`config.mk`:
```
export PLATFORM = sky130hd
export DESIGN_NAME = cla_seq_adder
export DESIGN_NICKNAME = d
export VERILOG_FILES = /design/src/rtl/cla_seq_pkg.sv /design/src/rtl/cla_seq_adder_cla4.sv /design/src/rtl/cla_seq_adder.sv
export SDC_FILE = /design/constraint.sdc
export NUM_CORES = 1
export LEC_CHECK = 0
export CELL_PAD_IN_SITES_DETAIL_PLACEMENT = 2
export CELL_PAD_IN_SITES_GLOBAL_PLACEMENT = 2
export CORE_MARGIN = 4
export CORE_UTILIZATION = 32
export CTS_BUF_LIST = sky130_fd_sc_hd__clkbuf_8
export DETAILED_ROUTE_END_ITERATION = 16
export PLACE_DENSITY = 0.81
export SETUP_SLACK_MARGIN = 0.3
export SYNTH_ARGS = -nofsm -noshare
export SYNTH_HDL_FRONTEND = slang
export SYNTH_SLANG_ARGS = --single-unit
```
`constraint.sdc`:
```
create_clock -name clk -period 2.2 [get_ports clk]
set_input_delay 0.33 -clock clk [delete_from_list [all_inputs] [get_ports clk]]
set_output_delay 0.33 -clock clk [all_outputs]
set_load 0.01 [all_outputs]
```
`src/rtl/cla_seq_pkg.sv`:
```
`timescale 1ns/1ps
`default_nettype none
// ============================================================================
//  Module      : cla_seq_pkg
//  Description : Shared types and constants for the sequential CLA adder.
//                Holds the controller state encoding, the nibble width and
//                a helper that sizes the nibble index counter.
//  Revision    : 1.0 - initial release
// ============================================================================
package cla_seq_pkg;

    // Width of the single carry-lookahead slice that is reused every cycle.
    localparam int NIB_W = 4;

    typedef enum logic [1:0] {
        IDLE = 2'd0,
        RUN  = 2'd1,
        DONE = 2'd2
    } state_t;

    // Bits needed to count nibble steps 0..NIB-1; never narrower than 1.
    function automatic int nib_bits(input int width);
        int nib;
        nib = width / NIB_W;
        return (nib <= 1) ? 1 : $clog2(nib);
    endfunction

endpackage
`default_nettype wire

```
`src/rtl/cla_seq_adder_cla4.sv`:
```
`timescale 1ns/1ps
`default_nettype none
// ============================================================================
//  Module      : cla_seq_adder_cla4
//  Description : Purely combinational 4-bit carry-lookahead adder slice.
//  Ports       : i_a, i_b  - nibble operands
//                i_cin     - carry in
//                o_sum     - nibble sum
//                o_cout    - carry out of bit 3
//  Revision    : 1.0 - initial release
// ============================================================================
module cla_seq_adder_cla4
    import cla_seq_pkg::*;
(
    input  logic [NIB_W-1:0] i_a,
    input  logic [NIB_W-1:0] i_b,
    input  logic             i_cin,
    output logic [NIB_W-1:0] o_sum,
    output logic             o_cout
);

    logic [NIB_W-1:0] w_g;
    logic [NIB_W-1:0] w_p;
    logic [NIB_W:0]   w_c;

    assign w_g = i_a & i_b;
    assign w_p = i_a ^ i_b;

    // Every carry is flattened to two logic levels from g/p and cin.
    assign w_c[0] = i_cin;
    assign w_c[1] = w_g[0] | (w_p[0] & w_c[0]);
    assign w_c[2] = w_g[1] | (w_p[1] & w_g[0]) | (w_p[1] & w_p[0] & w_c[0]);
    assign w_c[3] = w_g[2] | (w_p[2] & w_g[1]) | (w_p[2] & w_p[1] & w_g[0])
                  | (w_p[2] & w_p[1] & w_p[0] & w_c[0]);
    assign w_c[4] = w_g[3] | (w_p[3] & w_g[2]) | (w_p[3] & w_p[2] & w_g[1])
                  | (w_p[3] & w_p[2] & w_p[1] & w_g[0])
                  | (w_p[3] & w_p[2] & w_p[1] & w_p[0] & w_c[0]);

    assign o_sum  = w_p ^ w_c[NIB_W-1:0];
    assign o_cout = w_c[NIB_W];

endmodule
`default_nettype wire

```
`src/rtl/cla_seq_adder.sv`:
```
`timescale 1ns/1ps
`default_nettype none
// ============================================================================
//  Module      : cla_seq_adder
//  Description : Wide adder that walks one 4-bit CLA slice across a WIDTH-bit
//                operand pair, LSB nibble first, one nibble per clock, with
//                the carry chained through a register.
//  Ports       : clk, rst           - clock, async active-high reset
//                in_valid/in_ready  - operand handshake (a, b, cin[, sub])
//                out_valid/out_ready- result handshake (sum, cout, ovf)
//                busy               - high while RUN or DONE
//  Options     : CLA_SEQ_SUB_EN adds the 'sub' port (A - B when sub=1).
//  Revision    : 1.0 - initial release
// ============================================================================
module cla_seq_adder
    import cla_seq_pkg::*;
#(
    parameter int WIDTH = 16   // multiple of 4, at least 4
)
(
    input  logic             clk,
    input  logic             rst,
    input  logic             in_valid,
    output logic             in_ready,
    input  logic [WIDTH-1:0] a,
    input  logic [WIDTH-1:0] b,
    input  logic             cin,
`ifdef CLA_SEQ_SUB_EN
    input  logic             sub,
`endif
    output logic             out_valid,
    input  logic             out_ready,
    output logic [WIDTH-1:0] sum,
    output logic             cout,
    output logic             ovf,
    output logic             busy
);

    localparam int                  NIB      = WIDTH / NIB_W;
    localparam int                  NIB_BITS = nib_bits(WIDTH);
    localparam logic [NIB_BITS-1:0] LAST_IDX = NIB_BITS'(NIB - 1);

    state_t              state_q, state_d;
    logic [NIB_BITS-1:0] idx_q,   idx_d;
    logic [WIDTH-1:0]    a_q,     a_d;
    logic [WIDTH-1:0]    b_q,     b_d;
    logic [WIDTH-1:0]    sum_q,   sum_d;
    logic                carry_q, carry_d;

    logic [WIDTH-1:0]    w_b_eff;
    logic                w_c0;
    logic [NIB_W-1:0]    w_slice_a;
    logic [NIB_W-1:0]    w_slice_b;
    logic [NIB_W-1:0]    w_slice_sum;
    logic                w_slice_cout;

    // Subtraction is A + ~B + 1, so only the latched B and first carry change.
`ifdef CLA_SEQ_SUB_EN
    assign w_b_eff = sub ? ~b   : b;
    assign w_c0    = sub ? 1'b1 : cin;
`else
    assign w_b_eff = b;
    assign w_c0    = cin;
`endif

    // Slice operands come straight from registers: one CLA delay per cycle.
    assign w_slice_a = a_q[idx_q * NIB_W +: NIB_W];
    assign w_slice_b = b_q[idx_q * NIB_W +: NIB_W];

    cla_seq_adder_cla4 u_cla4 (
        .i_a    (w_slice_a),
        .i_b    (w_slice_b),
        .i_cin  (carry_q),
        .o_sum  (w_slice_sum),
        .o_cout (w_slice_cout)
    );

    always_comb begin
        state_d = state_q;
        idx_d   = idx_q;
        a_d     = a_q;
        b_d     = b_q;
        sum_d   = sum_q;
        carry_d = carry_q;
        case (state_q)
            IDLE: begin
                if (in_valid) begin
                    a_d     = a;
                    b_d     = w_b_eff;
                    carry_d = w_c0;
                    idx_d   = '0;
                    sum_d   = '0;
                    state_d = RUN;
                end
            end
            RUN: begin
                sum_d[idx_q * NIB_W +: NIB_W] = w_slice_sum;
                carry_d = w_slice_cout;
                if (idx_q == LAST_IDX) begin
                    idx_d   = '0;
                    state_d = DONE;
                end else begin
                    idx_d = idx_q + 1'b1;
                end
            end
            DONE: begin
                if (out_ready) begin
                    state_d = IDLE;
                end
            end
            default: state_d = IDLE;
        endcase
    end

    always_ff @(posedge clk or posedge rst) begin
        if (rst) begin
            state_q <= IDLE;
            idx_q   <= '0;
            a_q     <= '0;
            b_q     <= '0;
            sum_q   <= '0;
            carry_q <= 1'b0;
        end else begin
            state_q <= state_d;
            idx_q   <= idx_d;
            a_q     <= a_d;
            b_q     <= b_d;
            sum_q   <= sum_d;
            carry_q <= carry_d;
        end
    end

    // Reset gates in_ready so nothing looks acceptable while rst is held.
    assign in_ready  = (state_q == IDLE) & ~rst;
    assign out_valid = (state_q == DONE);
    assign busy      = (state_q != IDLE);
    assign sum       = sum_q;
    assign cout      = carry_q;
    // Signed overflow: like-signed operands producing an opposite-signed sum.
    assign ovf       = (a_q[WIDTH-1] == b_q[WIDTH-1]) &
                       (sum_q[WIDTH-1] != a_q[WIDTH-1]);

endmodule
`default_nettype wire

```
==> impl_results.md, run 1 <==
- Post-synth top area share: 51.5%
- Total Neg Setup Slack: -0.351 ns
- Root Driver: clkbuf_8
- Max-capacitance violation count: 0
- Minimum clock period: 2.30 ns
- Synth cell types: 36
- Cell with the most instances after synthesis: dfrtp_1
- Final Max Slew Viols: 0
- ANT nets after route: 0
- H-tree depth: 2
- Die X: 97.7 microns
- Slew headroom: 67.9%
- Final setup margin: -0.0953 ns
- Setup Crit Path Kind: reg2reg
- Net Count, Synth: 224
- Clock skew: 0.00970 ns
- M2 GR Usage: 25.9%
- 1st-iter DRT viols: 46
- Cell Area, Placed: 0.00337 sq mm
- CTS tree: built
- Top cells by instance count after synthesis: 53 x dfrtp_1, 22 x mux2_2, 17 x a22o_1, 10 x mux2_1, 9 x ha_1
- Largest delay share family, worst path: multiplexers
- M3 GR Usage: 3.16%
- F_max: 436 MHz
- CTS Buf Count: 5
- Routability cong.: 0.790
- Worst Path Arrival: 2.50 ns
- R2R Setup Slk: -0.1 ns
- Async S/R FF share, synth: 100%
- Most used DFF post-synth: dfrtp_1
- Setup crit end kind: flop
- Post-Syn Area per Cell: 14.5 sq um
- Vias in the first global route: 1968
- Die area: 0.00955 sq mm
- Via count: 1770
- Critical Path Stages: 8
- Total gr overflow: 0
- Setup crit start: idx_q[0]
- GR Util All Layers: 14.8%
- Area of the multi-input gates: 0.00127 sq mm
- Slowest stage delay, CP: 0.53 ns
- Slowest stage cell, crit path: mux4_2
- Cells on worst reg2reg path: 8
- Post-synth EDFFs: 0
- Synth Warn #: 0
- DIE HEIGHT: 97.7 microns
- Pwr Total: 0.00671 W
- NumNets Final: 300
- Crit path cell chain: buf_4 > mux4_2 > ha_4 > o21ai_4 > o21bai_2 > xor2_1 > buf_4 > a22o_1
- Vias per cell: 4.97
- Power Dens Cells: 1860 mW/mm^2
- Worst Setup EP: sum[15]
- Worst reg2reg endpoint: sum[15]
- Design area: 0.00361 sq mm
- Area contributors post-synth: dfrtp_1 52%, mux2_2 9.6%, a22o_1 5.8%, mux4_2 5.2%, ha_1 4.4%
- Row cnt: 32
- Clock sink count: 53
- Worst slew pin tran: 0.481 ns
- Flops & latches, synth: 53
- DRC viols: 0
- Busiest grt layer: met2
- Starting Density: 33.2%
- CP startpoint kind: flop
- LEAKAGE: 1.53 nW
- Peak VDD IR: 0.584 mV
- Top cell type by total area after synthesis: dfrtp_1
- IO Port Bufs: 57
- Worst skew pair latency: 0.31 ns
- Failing checks: negative setup slack
- Required @ worst endpoint: 2.40 ns
- Diodes inserted: 0
- Initial DRT Pass Iterations: 4
- Final Non-Filler Cells: 356
- Outcome: finished, violations left
- Fin crit share: 104%
- Mapped Area: 0.00257 sq mm
- Cell repeated most along the worst path: buf_4
- Initial antenna violation count: 0
- Reg clk slew, reported paths: 0.10 ns
- WL per Instance: 20.1 microns
- Mapped Cells: 177
- Crit path buf inv count: 2
- Endpoints failing setup: 4
- Placed cell count: 342
- Worst r2r src: idx_q[0]
- Wirelength, routed: 7.15 mm
- Fraction of layout cells with a size suffix above 1: 29.9%
- FILL cells: 754
- Register area share after synthesis: 51.5%
- Hold Path Class: in2async
- M1 GR Usage: 19.2%
- I/O pin cnt: 58
- Hold_buf cts: 0
- Register area: 0.00133 sq mm
- Max clock buf depth: 2
- Syn-to-layout area delta: 40.4%
- Final Hold Vio Count: 0
- HPWL Detailed: 4.97 mm
- Critical path fanouts, max: 5
- Core area: 0.00777 sq mm
- Largest net degree at the start of global routing: 34
- RSZ-0062 raised after global routing: yes
- First-pass GRT wire length: 11.2 mm
[state kept, by name, indices dropped and copies added, names as in the netlist]
signal / flops
cout: 1
b_q: 16
state_q: 2
a_q: 16
sum: 16
idx_q: 2
[area by class of cell]
class / instances / area share [%]
clock buffers: 6 / 2.28
repair buffers: 76 / 20.6
flip-flops and latches: 53 / 36.7
clock inverters: 2 / 1.04
well taps: 102 / 3.53
inverters: 6 / 0.623
multi-input cells: 111 / 35.2
[routing by layer]
metal	vias up	part of all wire [%]
met1	917	44
met4	0	0.64
met3	7	3.5
met5	-	0
met2	40	52
li1	806	-
[per-stage QoR]
stage          hold WS (ns)  util [%]  setup slack (ns)
3_3_place_gp          0.470      43.4           -0.0611
4_1_cts               0.406      46.0           -0.0699
5_1_grt               0.432      46.5            -0.156
3_5_place_dp          0.485      43.4            -0.124
2_1_floorplan         0.438         -         -0.000985
6_report              0.399      46.5           -0.0953
[worst min path at each step]
stage / startpoint / endpoint / cells past startpoint
6_report: rst / a_q[1] / 2
5_1_grt: rst / b_q[6] / 2
4_1_cts: rst / b_q[13] / 2
3_5_place_dp: a_q[6] / a_q[6] / 1
3_3_place_gp: a_q[3] / a_q[3] / 1
2_1_floorplan: out_ready / state_q[1] / 1
[worst reg2reg max path: stages, from the launching register on]
cell	delay [ns]
dfrtp_2	0.45
buf_4	0.15
mux4_2	0.53
ha_4	0.28
o21ai_4	0.18
o21bai_2	0.09
xor2_1	0.15
buf_4	0.16
a22o_1	0.19
[placed cells by master, fill, tap and decap left out, drive strengths merged, types with 2 or more instances in the layout]
cell           instances
a21o                   5
a21oi                  2
a22o                  17
buf                   19
clkbuf                 6
clkdlybuf4s50         55
dfrtp                 53
dlygate4sd2            2
ha                     9
inv                    6
mux2                  32
mux4                   8
nand2                  9
nand2b                 4
nor2                   4
o21ai                  3
o21bai                 2
xor2                   2
[logic make-up (layout without fill, tap and decap cells)]
kind of cell	after synthesis	count (layout)	share of synthesized area [%]
buffers and inverters	13	90	3.40
AND/OR/NAND/NOR	25	25	7.68
multiplexers	40	40	21.3
AO/OA/AOI/OAI	33	33	9.96
flip-flops	53	53	51.5
adder cells (fa/ha/maj)	10	10	5.15
XOR/XNOR	3	3	1.02
[power breakdown]
group / internal (W) / total [W] / leakage (nW) / switching (W)
logic: 0.00228 / 0.00427 / 0.820 / 0.00199
clock network: 0.000371 / 0.000708 / 0.0574 / 0.000338
registers: 0.00141 / 0.00173 / 0.657 / 0.000321
[repair_timing]
item | in CTS | in global routing
pin swaps | 7 | 0
buffers inserted | 5 | 1
resized for setup | 11 | 5
gates cloned | 0 | 0
endpoints found under the setup margin | 19 | 18
(Power assumes the default switching activity.)
==> inputs of run 2 (changes only) <==
--- a/config.mk
+++ b/config.mk
@@ -12,6 +12,7 @@
 export CTS_BUF_LIST = sky130_fd_sc_hd__clkbuf_8
 export DETAILED_ROUTE_END_ITERATION = 16
 export PLACE_DENSITY = 0.81
+export RECOVER_POWER = 50
 export SETUP_SLACK_MARGIN = 0.3
 export SYNTH_ARGS = -nofsm -noshare
 export SYNTH_HDL_FRONTEND = slang
==> run 2 against run 1 <==
The flow still finishes with violations (negative setup slack). Count of clock-buffer cells in the layout is the same. Critical path type unchanged. First-iteration DRC count shrank 2.2%. Largest cell class unchanged. Critical endpoint unchanged. Register-to-register slack is essentially flat. Highest routed layer unchanged. Design area shrank 0.42%. Setup slack lost 0.00063 ns. Cell count is the same. Global-route usage is the same.
==> impl_results.md, run 2 (synthesis gave the netlist of run 1 again) <==
- Via count: 1774 (was 1770)
- Routability cong.: 0.790 (unchanged)
- Setup crit start: idx_q[0] (unchanged)
- Worst r2r src: idx_q[0] (unchanged)
- Vias per cell: 4.98 (was 4.97)
- Root Driver: clkbuf_8 (unchanged)
- Power Dens Cells: 1860 mW/mm^2 (about the same)
- Syn-to-layout area delta: 39.8% (was 40.4%)
- Wirelength, routed: 7.15 mm (about the same)
- Worst Path Arrival: 2.50 ns (about the same)
- GR Util All Layers: 14.8% (unchanged)
- Row cnt: 32 (unchanged)
- Die X: 97.7 microns (unchanged)
- Outcome: finished, violations left (unchanged)
- CP startpoint kind: flop (unchanged)
- Hold WS: 0.503 ns (was 0.399 ns)
- Hold Path Class: reg2reg (was in2async)
- Min-Delay Startpoint: a_q[5]
- First-pass GRT wire length: 11.2 mm (unchanged)
- Crit path cell chain: buf_4 > mux4_2 > ha_4 > o21ai_4 > o21bai_2 > xor2_1 > buf_4 > a22o_1 (unchanged)
- CTS Buf Count: 5 (unchanged)
- Reg clk slew, reported paths: 0.10 ns (about the same)
- Slew headroom: 46.6% (was 67.9%)
- Starting Density: 33.2% (unchanged)
- Peak VDD IR: 0.583 mV (was 0.584 mV)
- I/O pin cnt: 58 (unchanged)
- Cell repeated most along the worst path: buf_4 (unchanged)
- Internal power: 0.00406 W (about the same)
- Clock skew: 0.00970 ns (about the same)
- Sw Ratio: 39.4% (about the same)
- Diodes inserted: 0 (unchanged)
- NumNets Final: 300 (unchanged)
- RSZ-0062 raised after global routing: yes (unchanged)
- Comb pwr share: 63.6% (was 63.7%)
- H-tree depth: 2 (unchanged)
- Max clock buf depth: 2 (unchanged)
- Reg power frac: 25.8% (about the same)
- Worst slew pin tran: 0.800 ns (was 0.481 ns)
- ANT nets after route: 0 (unchanged)
- Commonest non-fill, non-tap cell in the layout: clkdlybuf4s50_1 (unchanged)
- Net switching power: 0.00264 W (about the same)
- Critical path fanouts, max: 5 (unchanged)
- DIE HEIGHT: 97.7 microns (unchanged)
- Setup Crit Path Kind: reg2reg (unchanged)
- Initial DRT Pass Iterations: 4 (unchanged)
- Minimum clock period: 2.30 ns (about the same)
- Commonest cells after routing, fill and taps aside: 54 x clkdlybuf4s50_1, 52 x dfrtp_1, 22 x mux2_2 (was 55 x clkdlybuf4s50_1, 52 x dfrtp_1, 22 x mux2_2)
- Pwr Total: 0.00670 W (was 0.00671 W)
- Largest net degree at the start of global routing: 34 (unchanged)
- Hold_buf cts: 0 (unchanged)
- Vias in the first global route: 1968 (unchanged)
- Max-capacitance violation count: 0 (unchanged)
- Clock sink count: 53 (unchanged)
- Slowest stage cell, crit path: mux4_2 (unchanged)
- Total gr overflow: 0 (unchanged)
- F_max: 436 MHz (about the same)
- FILL cells: 755 (was 754)
- Final setup margin: -0.0960 ns (was -0.0953 ns)
- Fin crit share: 104% (about the same)
- LEAKAGE: 1.53 nW (about the same)
- Endpoints failing setup: 4 (unchanged)
- Setup crit end kind: flop (unchanged)
- Power share of the clock group: 10.6% (about the same)
- Final Max Slew Viols: 0 (unchanged)
- Core area: 0.00777 sq mm (unchanged)
- Initial antenna violation count: 0 (unchanged)
- Required @ worst endpoint: 2.40 ns (about the same)
- Die area: 0.00955 sq mm (unchanged)
- Slowest stage delay, CP: 0.53 ns (about the same)
- Final Hold Vio Count: 0 (unchanged)
- IO Port Bufs: 57 (unchanged)
- R2R Setup Slk: -0.1 ns (about the same)
- HPWL Detailed: 4.97 mm (unchanged)
- Failing checks: negative setup slack (unchanged)
- DRC viols: 0 (unchanged)
- Core Util, Final: 46.3% (was 46.5%)
- CTS tree: built (unchanged)
- 1st-iter DRT viols: 45 (was 46)
- Fraction of layout cells with a size suffix above 1: 29.5% (was 29.9%)
- WL per Instance: 20.1 microns (about the same)
- Worst skew pair latency: 0.31 ns (about the same)
==> run 2: cell count changes in the layout (fill, tap and decap cells not counted) <==
cell             before  now
inv_1                 5    6
inv_2                 1    0
buf_12                2    1
dlygate4sd3_1         0    1
clkdlybuf4s50_1      55   54
buf_2                 0    1
==> run 2: power groups by stage <==
stage | logic (W) | registers (W) | clock network (W)
3_5_place_dp | 0.00349 | 0.00176 | 0
3_3_place_gp | 0.00331 | 0.00173 | 0
5_1_grt | 0.00451 | 0.00179 | 0.000763
6_report | 0.00426 | 0.00173 | 0.000709
4_1_cts | 0.00412 | 0.00173 | 0.000731
2_1_floorplan | 0.00221 | 0.00166 | 0
==> run 2: area by class of cell <==
class,count,area (sq um),area share (%)
multi-input combinational,111,1270,35.4
tap,102,128,3.55
inverter,6,22.5,0.626
sequential,53,1330,36.9
clock inverter,2,37.5,1.04
timing repair buffer,76,728,20.2
clock buffer,6,82.6,2.29
==> run 2: path summary, 6_finish.rpt <==
check	cells past startpoint	end
max	8	sum[15]
min	1	a_q[5]
max reg2reg	8	sum[15]
min reg2reg	1	a_q[5]
max in group asynchronous	3	idx_q[0]
min in group asynchronous	2	a_q[1]
==> run 2: worst max-delay path, delay by kind of cell, from the launching register on <==
kind            cells  cell delay (ns)
compound gates      3             0.46
mux                 1             0.53
buf+inv             2             0.31
flops               1             0.45
fa+ha+maj           1             0.28
xor+xnor            1             0.15
==> run 2: routing by layer <==
metal  GRT usage (%)  share of wire (%)  up-vias
met5               0                  0        -
met4            2.24               0.64        0
met3            3.16                3.5        7
met2            25.9                 52       40
met1            19.2                 44      920
li1                -                  -      807
==> run 2: timing repair <==
| item | 4_1_cts | 5_1_grt |
|---|---|---|
| endpoints found under the setup margin | 19 | 18 |
| resized for setup | 11 | 5 |
| pin swaps | 7 | 0 |
| setup buffers | 5 | 1 |
| gates cloned | 0 | 0 |
==> run 2: stage by stage <==
stage                TNS (ns)  std cells  worst slack (ns)  area, sq um
finish                 -0.353        356           -0.0960         3600
global placement       -0.265        342           -0.0611         3370
floorplan           -0.000985        177         -0.000985         2620
CTS                    -0.274        355           -0.0699         3580
detailed placement     -0.834        342            -0.124         3370
global route           -0.822        356            -0.156         3600
